### config.mk
export PLATFORM = sky130hd
export DESIGN_NAME = line_mem_responder_flat
export DESIGN_NICKNAME = d
export VERILOG_FILES = /design/src/rtl/line_mem_responder_if.sv /design/src/rtl/line_mem_responder.sv /design/src/flat_wrapper.sv
export SDC_FILE = /design/constraint.sdc
export NUM_CORES = 1
export LEC_CHECK = 0
export BUFFER_PORTS_ARGS = -buffer_cell sky130_fd_sc_hd__buf_2
export CAP_MARGIN = 0
export CELL_PAD_IN_SITES_DETAIL_PLACEMENT = 1
export CELL_PAD_IN_SITES_GLOBAL_PLACEMENT = 1
export CORE_ASPECT_RATIO = 0.7
export CORE_UTILIZATION = 50
export DETAILED_ROUTE_END_ITERATION = 16
export PLACE_DENSITY = 0.9
export SYNTH_ARGS = -nofsm -noshare
export SYNTH_HDL_FRONTEND = slang
export SYNTH_SLANG_ARGS = --single-unit
export TNS_END_PERCENT = 10
### constraint.sdc
create_clock -name clk -period 4.05 [get_ports clk]
set_clock_uncertainty 0.2 [all_clocks]
set_input_delay 0.2025 -clock clk [delete_from_list [all_inputs] [get_ports clk]]
set_output_delay 0.2025 -clock clk [all_outputs]
set_load 0.005 [all_outputs]
### src/rtl/line_mem_responder_if.sv
// Line interface between the permutation controller and the row memory:
// load stream, read/write request ports and drain stream grouped together.
interface line_mem_responder_if #(
  parameter int WIDTH = 25,
  parameter int IDXW  = 3
);
  logic             in_valid;
  logic [WIDTH-1:0] in_data;
  logic             in_ready;
  logic             load_done;
  logic             rd_en;
  logic [IDXW-1:0]  rd_row;
  logic [WIDTH-1:0] rd_data;
  logic             rd_valid;
  logic             wr_en;
  logic [IDXW-1:0]  wr_row;
  logic [WIDTH-1:0] wr_data;
  logic             unload;
  logic             out_valid;
  logic [WIDTH-1:0] out_data;
  logic             out_ready;
  logic             out_last;
  logic             err;

  modport master (
    output in_valid, in_data, rd_en, rd_row, wr_en, wr_row, wr_data, unload, out_ready,
    input  in_ready, load_done, rd_data, rd_valid, out_valid, out_data, out_last, err
  );

  modport slave (
    input  in_valid, in_data, rd_en, rd_row, wr_en, wr_row, wr_data, unload, out_ready,
    output in_ready, load_done, rd_data, rd_valid, out_valid, out_data, out_last, err
  );
endinterface

### src/rtl/line_mem_responder.sv
// Row memory behind the controller's line interface: stream-in load, random
// read/write service window, then in-order stream-out drain.
module line_mem_responder #(
  parameter int ROWS  = 5,
  parameter int WIDTH = 25,
  parameter int IDXW  = 3
) (
  input logic                  clk,
  input logic                  rst,
  line_mem_responder_if.slave  bus
);

  typedef enum logic [1:0] {LOAD, SERVE, UNLOAD} state_t;

  localparam logic [IDXW-1:0] LAST_ROW = IDXW'(ROWS - 1);

  state_t           state, nextState;
  logic [IDXW-1:0]  ptr;
  logic [WIDTH-1:0] mem [ROWS];
  logic [WIDTH-1:0] rdData;
  logic             rdValid;
  logic             loadDone;
  logic             errFlag;
  logic             inReady;
  logic             outValid;
  logic             outLast;

  // NOTE: non-blocking assignments so every register samples pre-edge values.
  always_ff @(posedge clk) begin
    if (rst) state <= LOAD;
    else     state <= nextState;
  end

  // NOTE: every output gets a default first, so no path can infer a latch.
  always_comb begin
    nextState = state;
    inReady   = 1'b0;
    outValid  = 1'b0;
    outLast   = 1'b0;
    case (state)
      LOAD: begin
        inReady = 1'b1;
        if (bus.in_valid && ptr == LAST_ROW) nextState = SERVE;
      end
      SERVE: begin
        if (bus.unload) nextState = UNLOAD;
      end
      UNLOAD: begin
        outValid = 1'b1;
        outLast  = (ptr == LAST_ROW);
        if (bus.out_ready && outLast) nextState = LOAD;
      end
      default: nextState = LOAD;
    endcase
  end

  always_ff @(posedge clk) begin
    if (rst) begin
      ptr      <= '0;
      rdData   <= '0;
      rdValid  <= 1'b0;
      loadDone <= 1'b0;
      errFlag  <= 1'b0;
      // NOTE: rows are cleared explicitly on reset, so the array must stay in flops.
      for (int i = 0; i < ROWS; i++) mem[i] <= '0;
    end else begin
      rdValid  <= 1'b0;
      loadDone <= 1'b0;
      case (state)
        LOAD: begin
          if (bus.rd_en || bus.wr_en) errFlag <= 1'b1;
          if (bus.in_valid) begin
            mem[ptr] <= bus.in_data;
            if (ptr == LAST_ROW) begin
              ptr      <= '0;
              loadDone <= 1'b1;
            end else begin
              ptr <= ptr + IDXW'(1);
            end
          end
        end
        SERVE: begin
          // Read samples the array before this edge's write lands: read-before-write.
          if (bus.rd_en) begin
            rdValid <= 1'b1;
            if (bus.rd_row <= LAST_ROW) begin
              rdData <= mem[bus.rd_row];
            end else begin
              rdData  <= '0;
              errFlag <= 1'b1;
            end
          end
          if (bus.wr_en) begin
            if (bus.wr_row <= LAST_ROW) mem[bus.wr_row] <= bus.wr_data;
            else                        errFlag         <= 1'b1;
          end
          if (bus.unload) ptr <= '0;
        end
        UNLOAD: begin
          if (bus.rd_en || bus.wr_en) errFlag <= 1'b1;
          if (bus.out_ready) begin
            if (ptr == LAST_ROW) ptr <= '0;
            else                 ptr <= ptr + IDXW'(1);
          end
        end
        default: ;
      endcase
    end
  end

  assign bus.in_ready  = inReady;
  assign bus.load_done = loadDone;
  assign bus.rd_data   = rdData;
  assign bus.rd_valid  = rdValid;
  assign bus.out_valid = outValid;
  assign bus.out_data  = mem[ptr];
  assign bus.out_last  = outLast;
  assign bus.err       = errFlag;

endmodule

### src/flat_wrapper.sv
// flat-port wrapper written by rule: the top's interface ports become plain ports
module line_mem_responder_flat 
#(
  parameter int ROWS  = 5,
  parameter int WIDTH = 25,
  parameter int IDXW  = 3
)
  (clk, rst, bus_in_valid, bus_in_data, bus_rd_en, bus_rd_row, bus_wr_en, bus_wr_row, bus_wr_data, bus_unload, bus_out_ready, bus_in_ready, bus_load_done, bus_rd_data, bus_rd_valid, bus_out_valid, bus_out_data, bus_out_last, bus_err);
  line_mem_responder_if #(.WIDTH(WIDTH), .IDXW(IDXW)) bus_i ();
  input logic clk;
  input logic rst;
  input wire logic [$bits(bus_i.in_valid)-1:0] bus_in_valid;
  input wire logic [$bits(bus_i.in_data)-1:0] bus_in_data;
  input wire logic [$bits(bus_i.rd_en)-1:0] bus_rd_en;
  input wire logic [$bits(bus_i.rd_row)-1:0] bus_rd_row;
  input wire logic [$bits(bus_i.wr_en)-1:0] bus_wr_en;
  input wire logic [$bits(bus_i.wr_row)-1:0] bus_wr_row;
  input wire logic [$bits(bus_i.wr_data)-1:0] bus_wr_data;
  input wire logic [$bits(bus_i.unload)-1:0] bus_unload;
  input wire logic [$bits(bus_i.out_ready)-1:0] bus_out_ready;
  output wire logic [$bits(bus_i.in_ready)-1:0] bus_in_ready;
  output wire logic [$bits(bus_i.load_done)-1:0] bus_load_done;
  output wire logic [$bits(bus_i.rd_data)-1:0] bus_rd_data;
  output wire logic [$bits(bus_i.rd_valid)-1:0] bus_rd_valid;
  output wire logic [$bits(bus_i.out_valid)-1:0] bus_out_valid;
  output wire logic [$bits(bus_i.out_data)-1:0] bus_out_data;
  output wire logic [$bits(bus_i.out_last)-1:0] bus_out_last;
  output wire logic [$bits(bus_i.err)-1:0] bus_err;
  assign bus_i.in_valid = bus_in_valid;
  assign bus_i.in_data = bus_in_data;
  assign bus_i.rd_en = bus_rd_en;
  assign bus_i.rd_row = bus_rd_row;
  assign bus_i.wr_en = bus_wr_en;
  assign bus_i.wr_row = bus_wr_row;
  assign bus_i.wr_data = bus_wr_data;
  assign bus_i.unload = bus_unload;
  assign bus_i.out_ready = bus_out_ready;
  assign bus_in_ready = bus_i.in_ready;
  assign bus_load_done = bus_i.load_done;
  assign bus_rd_data = bus_i.rd_data;
  assign bus_rd_valid = bus_i.rd_valid;
  assign bus_out_valid = bus_i.out_valid;
  assign bus_out_data = bus_i.out_data;
  assign bus_out_last = bus_i.out_last;
  assign bus_err = bus_i.err;
  line_mem_responder #(.ROWS(ROWS), .WIDTH(WIDTH), .IDXW(IDXW)) u_core (.clk(clk), .rst(rst), .bus(bus_i));
endmodule
# [Word level (Yosys, flattened, before mapping)]
# Memory sizes are Yosys's and may differ from the RTL's. A register that Yosys moved wholly into a read port is not among the register bits.
# Index checks and enable logic that the tools add are counted.
[totals] register_bits=33 mem_bits_rw=125 input_bits=63 out_inout_bits=56 elab_cells=77 memories=1
[mem_list] memory="u_core.mem" words=5 word_bits=25 read_ports=2 rd_ports_with_merged_regs=1 write_ports=5 line="line_mem_responder.sv:19" source="logic [WIDTH-1:0] mem [ROWS];"
[classes] addsub=1 order_cmp=2 eq_ne=9 n_mux=40 n_bitwise=3 reduce_logical=15
[ops] operator="$mux 25" count=3
[ops] operator="$reduce_or 25->1" count=2
[ops] operator="$mux 3" count=8
[ops] operator="$mux 1" count=23
[ops] operator="$pmux 3 s3" count=1
[ops] operator="$le 3x3->1 const B" count=2
[ops] operator="$mux 2" count=3
[ops] operator="$ne 2x1->1 const B" count=3
[ops] operator="$ne 2x2->1 const B" count=3
[ops] operator="$pmux 2 s3" count=1
[ops] operator="$reduce_and 2->1" count=2
[ops] operator="$reduce_and 4->1" count=1
[ops] operator="$reduce_or 2->1" count=2
[ops] operator="$add 3x1->3 const B" count=1
[ops] operator="$eq 3x3->1 const B" count=1
[ops] operator="$not 1->1" count=3
[ops] operator="$reduce_and 3->1" count=1
[ops] operator="$reduce_bool 3->1" count=1
[ops] operator="$reduce_or 3->1" count=1
[ops] operator="$eq 2x1->1 const B" count=1
[ops] operator="$eq 2x2->1 const B" count=1
[ops] operator="$logic_and 1x1->1" count=2
[ops] operator="$logic_not 2->1" count=1
[ops] operator="$pmux 1 s2" count=1
[ops] operator="other kinds (2)" count=2

# [Logic depth before layout (Yosys ltp)]
# Gate-level depths: netlist of the first run.
[depth] depth_word=8 depth_mapped=9 depth_no_buf=6

# [Least setup slack after synthesis of the first run]
# OpenSTA, ideal clock, no wires.
[synth_timing] path_kind="reg-to-reg" start="register u_core.state[1]" end="memory u_core.mem[5][0], enable pin" setup_time_ps=407 t_arrival_ps=2523 required_ps=3443 path_slack_ps=920 stages_incl_launch_ff=10 n_path_buf=3 synth_period_minus_slack_ps=3130 cell_sequence="dfxtp_1 > inv_1 > ha_1 > buf_4 > nand3b_4 > nand2b_1 > buf_6 > buf_12 > nand3_1 > nor2_1"
[synth_rtl] element="start, declared" line="line_mem_responder.sv:17" source="state_t state, nextState;"
[synth_rtl] element="start signal, assigned" line="line_mem_responder.sv:31" source="else state <= nextState;"
[synth_rtl] element="end, declared" line="line_mem_responder.sv:19"

==> flow_summary.yaml, run 1 <==
clocking:
  clock_path_buffers: 3
  clock_tree.root_cell: "clkbuf_16"
  numCtsBuffers: 23
  tritoncts: "built"
  path_clk_slew_ps: 60
  post_cts_buffers: 0
  cts.sinks: 236
  clock_latency_ps: 530
  h-tree-depth: 1
worst_setup_path:
  path_buf_inv: 3
  worstPathMaxFanout: 18
  cp.depth: 8
  r2r_start: "u_core.state[1]"
  rr_worst_depth: 8
  worstPathCellList: "inv_1 > ha_1 > nand3b_4 > nand2b_4 > buf_4 > mux2i_4 > dlygate4sd3_1 > nor2_1"
  r2r-end: "u_core.mem[1][14]"
  critPathKind: "register to register"
  critPathArrivalTime_ps: 3840
  critical_path.startpoint: "u_core.state[1]"
  critPathMaxStageDelay_ps: 740
  endpoint_kind: "register"
  cpMaxStageDelayCell: "dlygate4sd3_1"
  worstSetupStartpointType: "register"
  crit_family: "buffers and inverters"
  rrSetupSlack_ps: 260
  required_ps: 4090
layout:
  drive_above_1_share_pct: 33.66
  mostFrequentLayoutCell: "edfxtp_1"
  layout_common_cells: "edfxtp_1 (200), nor2_1 (159), buf_2 (118)"
  diodes: 0
  final_cells: 1197
  regArea_mm2: 0.006731
  fillers: 2032
  syn2layout_area_growth_pct: 19.98
  fin_nets: 968
  multi_input_area_mm2: 0.003979
floorplanning:
  rows: 45
  die_x_um: 179.9
  die_h_um: 126.5
  dieArea_mm2: 0.02276
  start_util_pct: 51.08
  ioPinCount: 119
  core_mm2: 0.02168
routing:
  routed_wl_um: 33500
  first_pass_iters: 11
  drt_first_iter_violations: 691
  dr.max_layer_used: "met4"
  route.met3.wl_um: 2500
  ant_nets: 0
  drcViolationCount: 5
  wl_met1_um: 12680
  vias: 7556
  viasPerCell: 6.312
  wl_met2_um: 17130
  route.detailed.wl_per_inst_um: 27.99
yosys:
  netlist.area_leader.share_pct: 54.24
  syn_area_mm2: 0.01107
  ys_seq_area_share_pct: 60.75
  async_flop_share_pct: 0
  synth_nets: 789
  synth-edff-count: 200
  synth_cell_type_count: 47
  synth.area.top_cells: "edfxtp_1 (54%), mux4_2 (15%), dfxtp_1 (6.5%)"
  synth_warnings: 0
  syn_inst: 719
  ys.flop_type: "edfxtp_1"
  avgSynthCellArea_um2: 15.40
  yosysTopAreaCell: "edfxtp_1"
  ys_ff_latch: 236
pwr:
  power_frac_comb_pct: 21.3
  p_leak_nw: 5.049
  power_density_mw_per_mm2: 487.5
  peakVddDrop_v: 0.0002926
  pwr-share-seq_pct: 47.0
  p_int_w: 0.004680
  p_sw_share_pct: 27.74
  p_switching_w: 0.001797
  pwr-share-clk_pct: 31.8
  finalPower_w: 0.006477
grt:
  antenna_found_initial: 0
  grt_pass1_wl_um: 50720
  grt_pass1_vias: 8217
  grt.total_usage_pct: 30.45
  grt_overflow: 0
  grt_max_degree: 31
sta:
  slew_violations: 0
  grt_setup_unrepaired: "no"
  min_period_ps: 3794
  worstMarginPinSlew_ps: 1012
  hold_violations: 0
  setup_viol: 0
  relSlewSlack_pct: 32.57
  timing.final.crit_share_pct: 93.68
  fmax_mhz: 263.6
  fin_setup_tns_ps: 0
hold_path:
  worstHoldStart: "bus_in_data[3]"
  min_path_cells: 3
  hold_end: "u_core.mem[7][3]"
  holdCritPathClass: "input port to register"
placement:
  place.gp.congestion: 0.8553
  hpwlAfterDp_um: 20040
  io_buffer_count: 118
  dp.cells: 1099
job:
  maxCapViolCount: 0
outcome:
  status: "finished with violations"
  violations: "DRC"
[kinds of logic (layout without fill, tap and decap cells)]
family	count (synthesis)	count (layout)	synth area share, %
multiplexers	128	128	22.43
AND/OR/NAND/NOR	217	217	8.667
flip-flops	236	236	60.75
adder cells (fa/ha/maj)	7	7	0.7909
buffers and inverters	82	278	3.638
AO/OA/AOI/OAI	49	49	3.729
[routing by layer]
metal	track usage, %	vias up
li1	-	3118
met1	38.93	3885
met2	53.51	448
met3	3.991	105
met4	11.82	0
met5	0	-
[stage by stage]
step                area [µm²]  setup slack, ps  utilization, %  hold WS [ps]
floorplan                11070            920.3               -         186.1
global placement         12020             1083           55.45         235.8
detailed placement       12020             1041           55.45         247.8
CTS                      13290            356.8           61.29         21.18
global route             13290            176.4           61.29         31.45
finish                   13290            256.0           61.29         25.55
[power groups by stage]
stage | Clock [W] | Sequential [W] | Combinational [W]
after detailed placement | 0 | 0.00308 | 0.00130
after floorplan | 0 | 0.00295 | 0.000909
final | 0.00206 | 0.00304 | 0.00138
after CTS | 0.00208 | 0.00304 | 0.00137
after global placement | 0 | 0.00305 | 0.00125
after global routing | 0.00216 | 0.00306 | 0.00147
[what timing repair did]
action,CTS,global route
hold buffers,56,0
endpoints found under the hold margin,169,0
gates resized for setup,0,0
[flip-flops by register name (all words and copies together), names as in the netlist, named ones only]
| register | cells |
|---|---|
| u_core.mem | 200 |
| u_core.state | 2 |
| u_core.bus.load_done | 1 |
| u_core.ptr | 3 |
| u_core.bus.rd_valid | 1 |
| u_core.bus.err | 1 |
| u_core.bus.rd_data | 25 |
[cell usage after synthesis (2+ instances only)]
master / instances
buf_2: 14
nand2b_1: 11
nor2b_1: 2
a221oi_1: 25
mux2_2: 25
nor2_1: 161
inv_1: 32
nor3_2: 2
nand3b_1: 2
buf_6: 4
buf_4: 4
edfxtp_1: 200
ha_1: 7
nor3_1: 27
a21oi_1: 8
mux2i_4: 18
mux4_1: 2
mux4_2: 73
a32oi_4: 2
nor4b_1: 2
nand2_1: 2
clkbuf_1: 24
o22ai_1: 2
mux2i_1: 10
dfxtp_1: 36
o21ai_0: 2
buf_12: 2
[tightest hold or removal path, stage by stage]
cell	delay (ps)
buf_2	100
mux2i_1	170
inv_1	150
[final cells by class]
cell class | instances | area share [%]
Tap cell | 282 | 2.656
Inverter | 33 | 0.9324
Clock buffer | 39 | 5.161
Timing Repair Buffer | 203 | 10.49
Clock inverter | 3 | 0.1413
Multi-Input combinational cell | 401 | 29.95
Sequential cell | 236 | 50.67
[how the worst max path moves through the flow]
stage,end,slack (ps)
floorplan,u_core.mem[5][0],920
global placement,u_core.mem[4][6],1080
detailed placement,u_core.mem[7][18],1040
CTS,u_core.mem[1][14],360
global route,u_core.mem[1][14],180
finish,u_core.mem[1][14],260
Power figures use the tool's default switching activity.
==> run 2: changes to the inputs <==
--- a/config.mk
+++ b/config.mk
@@ -12,2 +12,3 @@
 export CORE_ASPECT_RATIO = 0.7
+export CORE_MARGIN = 3
 export CORE_UTILIZATION = 50
@@ -15,2 +16,3 @@
 export PLACE_DENSITY = 0.9
+export SETUP_SLACK_MARGIN = 0.15
 export SYNTH_ARGS = -nofsm -noshare
--- a/constraint.sdc
+++ b/constraint.sdc
@@ -4,2 +4,2 @@
 set_output_delay 0.2025 -clock clk [all_outputs]
-set_load 0.005 [all_outputs]
+set_load 0.1 [all_outputs]
==> run 2 against run 1 <==
The flow now finishes without violations. Sequential cell count did not move. Global-route usage fell by 2.5 points. Sequential share of layout area rose by 0.11 points. Critical path type unchanged. Largest power group unchanged. Routed wire length fell by 0.37%. Critical path depth did not move. Combinational power rose by 76%. Power rose by 19%. Critical endpoint is now u_core.mem[6][16].
==> flow_summary.yaml, run 2 (synthesis results as in run 1) <==
pwr:
  p_int_w: 0.004873
  peakVddDrop_v: 0.0003728
  pwr-share-clk_pct: 29.9
  p_switching_w: 0.002814
  pwr-share-seq_pct: 38.5
  p_sw_share_pct: 36.60
  power_density_mw_per_mm2: 579.9
  p_leak_nw: 5.041
  finalPower_w: 0.007687
  power_frac_comb_pct: 31.6
layout:
  drive_above_1_share_pct: 34.11
  syn2layout_area_growth_pct: 19.71
  largest_register_ff_count: 200
  fin_util_pct: 62.38
  layout_common_cells: "edfxtp_1 (200), nor2_1 (159), buf_2 (118)"
  fin_nets: 955
  top_register: "u_core.mem"
  mostFrequentLayoutCell: "edfxtp_1"
  final_cells: 1180
sta:
  fmax_mhz: 277.2
  fin_setup_tns_ps: 0
  worstMarginPinSlew_ps: 1020
  hold_violations: 0
  min_period_ps: 3608
  grt_setup_unrepaired: "no"
  relSlewSlack_pct: 31.97
  setup_viol: 0
  timing.final.crit_share_pct: 89.08
  timing.hold.ws_ps: 22.78
  slew_violations: 0
worst_setup_path:
  required_ps: 4100
  endpoint: "u_core.mem[6][16]"
  critPathArrivalTime_ps: 3660
  r2r_start: "u_core.state[1]"
  critical_path.startpoint: "u_core.state[1]"
  worstSetupStartpointType: "register"
  endpoint_kind: "register"
  critPathKind: "register to register"
  rr_worst_depth: 8
  worstPathMaxFanout: 13
  r2r-end: "u_core.mem[6][16]"
  rrSetupSlack_ps: 440
hold_path:
  min_path_cells: 3
  holdCritPathClass: "input port to register"
clocking:
  clock_latency_ps: 520
  clock_path_buffers: 3
  h-tree-depth: 1
  path_clk_slew_ps: 60
  tritoncts: "built"
  ctsResizeCount: 0
  clock_tree.root_cell: "clkbuf_16"
  numCtsBuffers: 24
  cts.sinks: 236
floorplanning:
  dieArea_mm2: 0.02400
  ioPinCount: 119
  core_mm2: 0.02125
  start_util_pct: 52.11
  die_x_um: 183.9
  die_h_um: 130.5
  rows: 44
grt:
  grt_pass1_wl_um: 49510
  grt_pass1_vias: 7947
  antenna_found_initial: 1
  grt_overflow: 0
  grt_max_degree: 51
  grt.total_usage_pct: 27.94
routing:
  viasPerCell: 6.390
  first_pass_iters: 5
  routed_wl_um: 33380
  drt_first_iter_violations: 866
  vias: 7540
  route.detailed.wl_per_inst_um: 28.29
  ant_nets: 0
  drcViolationCount: 0
placement:
  io_buffer_count: 118
  hpwlAfterDp_um: 20000
  place.gp.congestion: 0.8104
  dp.cells: 1089
outcome:
  status: "finished clean"
job:
  maxCapViolCount: 0
[run 2: power groups by stage]
stage / logic [W] / clock network [W] / registers (W)
after floorplan: 0.00162 / 0 / 0.00322
after global placement: 0.00231 / 0 / 0.00297
after detailed placement: 0.00236 / 0 / 0.00300
after CTS: 0.00242 / 0.00230 / 0.00295
after global routing: 0.00253 / 0.00240 / 0.00297
final: 0.00243 / 0.00230 / 0.00296
[run 2: cell type report]
class | instances | area [µm²]
multi-input combinational | 401 | 3979
clock buffer | 33 | 665.6
fill | 1988 | 7995
sequential | 236 | 6731
tap | 276 | 345.3
clock inverter | 11 | 131.4
inverter | 33 | 123.9
antenna | 1 | 2.502
timing repair buffer | 189 | 1276
[run 2: worst min-delay path by stage]
stage / from / to / slack, ps
global route: bus_wr_data[0] / u_core.mem[1][0] / 60
detailed placement: u_core.bus.err / u_core.bus.err / 250
finish: bus_wr_data[0] / u_core.mem[1][0] / 20
CTS: bus_wr_data[4] / u_core.mem[3][4] / 6
floorplan: rst / u_core.state[0] / 190
global placement: u_core.bus.err / u_core.bus.err / 240
[run 2: worst max-delay path, cell delays in order, from the launching register on]
cell           delay (ps)
dfxtp_1               420
inv_1                 140
ha_1                  350
nand3b_4              190
nand2b_4              320
buf_4                 420
mux2i_4               310
dlygate4sd3_1         790
inv_1                 140
[run 2: per-layer routing]
layer / global-route usage [%] / vias to the layer above / part of all wire [%]
met5: 0 / - / 0
met4: 8.974 / 0 / 3.1
met3: 4.842 / 80 / 8.6
met2: 47.99 / 448 / 50
met1: 36.98 / 3916 / 39
li1: - / 3096 / -
[run 2: what timing repair did]
action / 4_1_cts / 5_1_grt
endpoints found under the hold margin: 155 / 0
buffers inserted: 0 / 0
hold buffers: 46 / 0
endpoints found under the setup margin: 0 / 0
[run 2: metrics by stage]
step / setup slack (ps) / cell area, µm²
2_1_floorplan: 512.3 / 11070
3_3_place_gp: 1172 / 12000
3_5_place_dp: 1015 / 12000
4_1_cts: 488.4 / 13250
5_1_grt: 364.3 / 13260
6_report: 442.1 / 13260
==> run 3: changes to the inputs <==
- GPL_TIMING_DRIVEN: not set -> 0
==> run 3 against run 2 <==
Non-clock buffer count rose by 25. Power grew 2.6%. Highest routed layer unchanged. Final cell count is 2.2% higher. Register-to-register slack is essentially flat. Critical path type unchanged. Via count up 5.6%. Global-route usage up 3.2 points. Worst hold slack lost 12 ps. Sequential share of layout area decreased by 0.52 points. Sequential power about the same. Routed wire length is 10% higher. Design area up 0.95%.
==> flow_summary.yaml, run 3 (synthesis results as in run 1) <==
clocking:
  ctsHoldBuffers: 47
  clock_tree.root_cell: "clkbuf_16"
  clock_path_buffers: 3
  tritoncts: "built"
  post_cts_buffers: 0
  path_clk_slew_ps: 70
  clock_latency_ps: 540
  ctsResizeCount: 0
  cts.sinks: 236
  h-tree-depth: 1
  numCtsBuffers: 25
sta:
  relSlewSlack_pct: 27.91
  timing.hold.ws_ps: 10.68
  hold_violations: 0
  timing.final.crit_share_pct: 89.07
  setup_viol: 0
  min_period_ps: 3607
  fin_setup_tns_ps: 0
  grt_setup_unrepaired: "no"
  slew_violations: 0
  fmax_mhz: 277.2
  worstMarginPinSlew_ps: 1081
grt:
  grt.total_usage_pct: 31.13
  grt_overflow: 0
  grt_pass1_wl_um: 54980
  antenna_found_initial: 0
  grt_max_degree: 26
  grt_pass1_vias: 8485
worst_setup_path:
  required_ps: 3890
  r2r_start: "u_core.state[0]"
  critPathKind: "register to register"
  endpoint_kind: "register"
  rrSetupSlack_ps: 440
  critPathArrivalTime_ps: 3450
  critical_path.startpoint: "u_core.state[0]"
  endpoint: "u_core.mem[4][18]"
  r2r-end: "u_core.mem[4][18]"
  worstPathMaxFanout: 25
  worstSetupStartpointType: "register"
  rr_worst_depth: 6
placement:
  place.gp.congestion: 0.7866
  hpwlAfterDp_um: 22440
  io_buffer_count: 116
  dp.cells: 1113
layout:
  syn2layout_area_growth_pct: 20.85
  layout_common_cells: "edfxtp_1 (200), nor2_1 (159), buf_2 (130)"
  diodes: 0
  fin_nets: 981
  final_cells: 1206
  largest_register_ff_count: 200
  drive_above_1_share_pct: 32.90
  mostFrequentLayoutCell: "edfxtp_1"
  top_register: "u_core.mem"
pwr:
  power_density_mw_per_mm2: 589.6
  peakVddDrop_v: 0.0006926
  finalPower_w: 0.007890
  p_leak_nw: 5.069
floorplanning:
  die_x_um: 183.9
  die_h_um: 130.5
  start_util_pct: 52.11
  rows: 44
  core_mm2: 0.02125
  ioPinCount: 119
  dieArea_mm2: 0.02400
routing:
  routed_wl_um: 36730
  drcViolationCount: 0
  vias: 7965
  viasPerCell: 6.604
  route.detailed.wl_per_inst_um: 30.46
  first_pass_iters: 5
  drt_first_iter_violations: 1111
  ant_nets: 0
job:
  maxCapViolCount: 0
outcome:
  status: "finished clean"
hold_path:
  holdCritPathClass: "input port to register"
==> run 3: changes by cell type in the layout (fill, tap and decap cells not counted), moves of 4 or more <==
cell / change
buf_2: +12
buf_4: -18
buf_6: +4
clkbuf_1: +27
nand2b_1: -4
nand2b_2: +5
==> run 3: worst min path at each step <==
stage          slack [ps]          endpoint            from  depth (start not counted)
2_1_floorplan         190   u_core.state[0]             rst                          2
4_1_cts                 5  u_core.mem[0][2]  bus_wr_data[2]                          3
6_report               10  u_core.mem[0][2]  bus_wr_data[2]                          3
3_3_place_gp          240    u_core.bus.err  u_core.bus.err                          2
5_1_grt                10  u_core.mem[0][8]  bus_in_data[8]                          3
3_5_place_dp          250    u_core.bus.err  u_core.bus.err                          2
==> run 3: routing by layer <==
layer  vias up  routed length (µm)  track usage, %
met4         0                1532           12.48
met1      4039               13360           40.05
met5         -                   0               0
met3       132                3793           6.004
met2       646               18050           53.12
li1       3148                   -               -
==> run 3: worst max-delay path, stage by stage, from the launching register on <==
cell	delay, ps
dfxtp_1	450
inv_1	150
ha_1	320
nand3b_1	230
nor4b_1	90
o22ai_1	830
nand2b_2	830
==> run 3: final cells by class <==
class	instances	area, µm²
fill	1957	7869
sequential	236	6726
multi-input combinational	401	3973
timing repair buffer	165	1106
clock buffer	36	676.9
tap	276	345.3
buffer	49	279.0
clock inverter	10	151.4
inverter	33	123.9
==> run 3: through the flow <==
stage,setup slack [ps],util [%],cell area (µm²)
after floorplan,512.3,-,11070
after global placement,-419.9,56.46,12000
after detailed placement,658.2,56.82,12080
after CTS,484.2,62.94,13370
after global routing,384.6,62.97,13380
final,442.6,62.97,13380
==> run 3: power by group <==
part / internal [W] / switching [W] / total [W] / leakage (nW)
clock: 0.00142 / 0.00100 / 0.00242 / 0.403
combinational: 0.000685 / 0.00181 / 0.00250 / 2.40
sequential: 0.00284 / 0.000128 / 0.00297 / 2.26
total: 0.00495 / 0.00294 / 0.00789 / 5.07
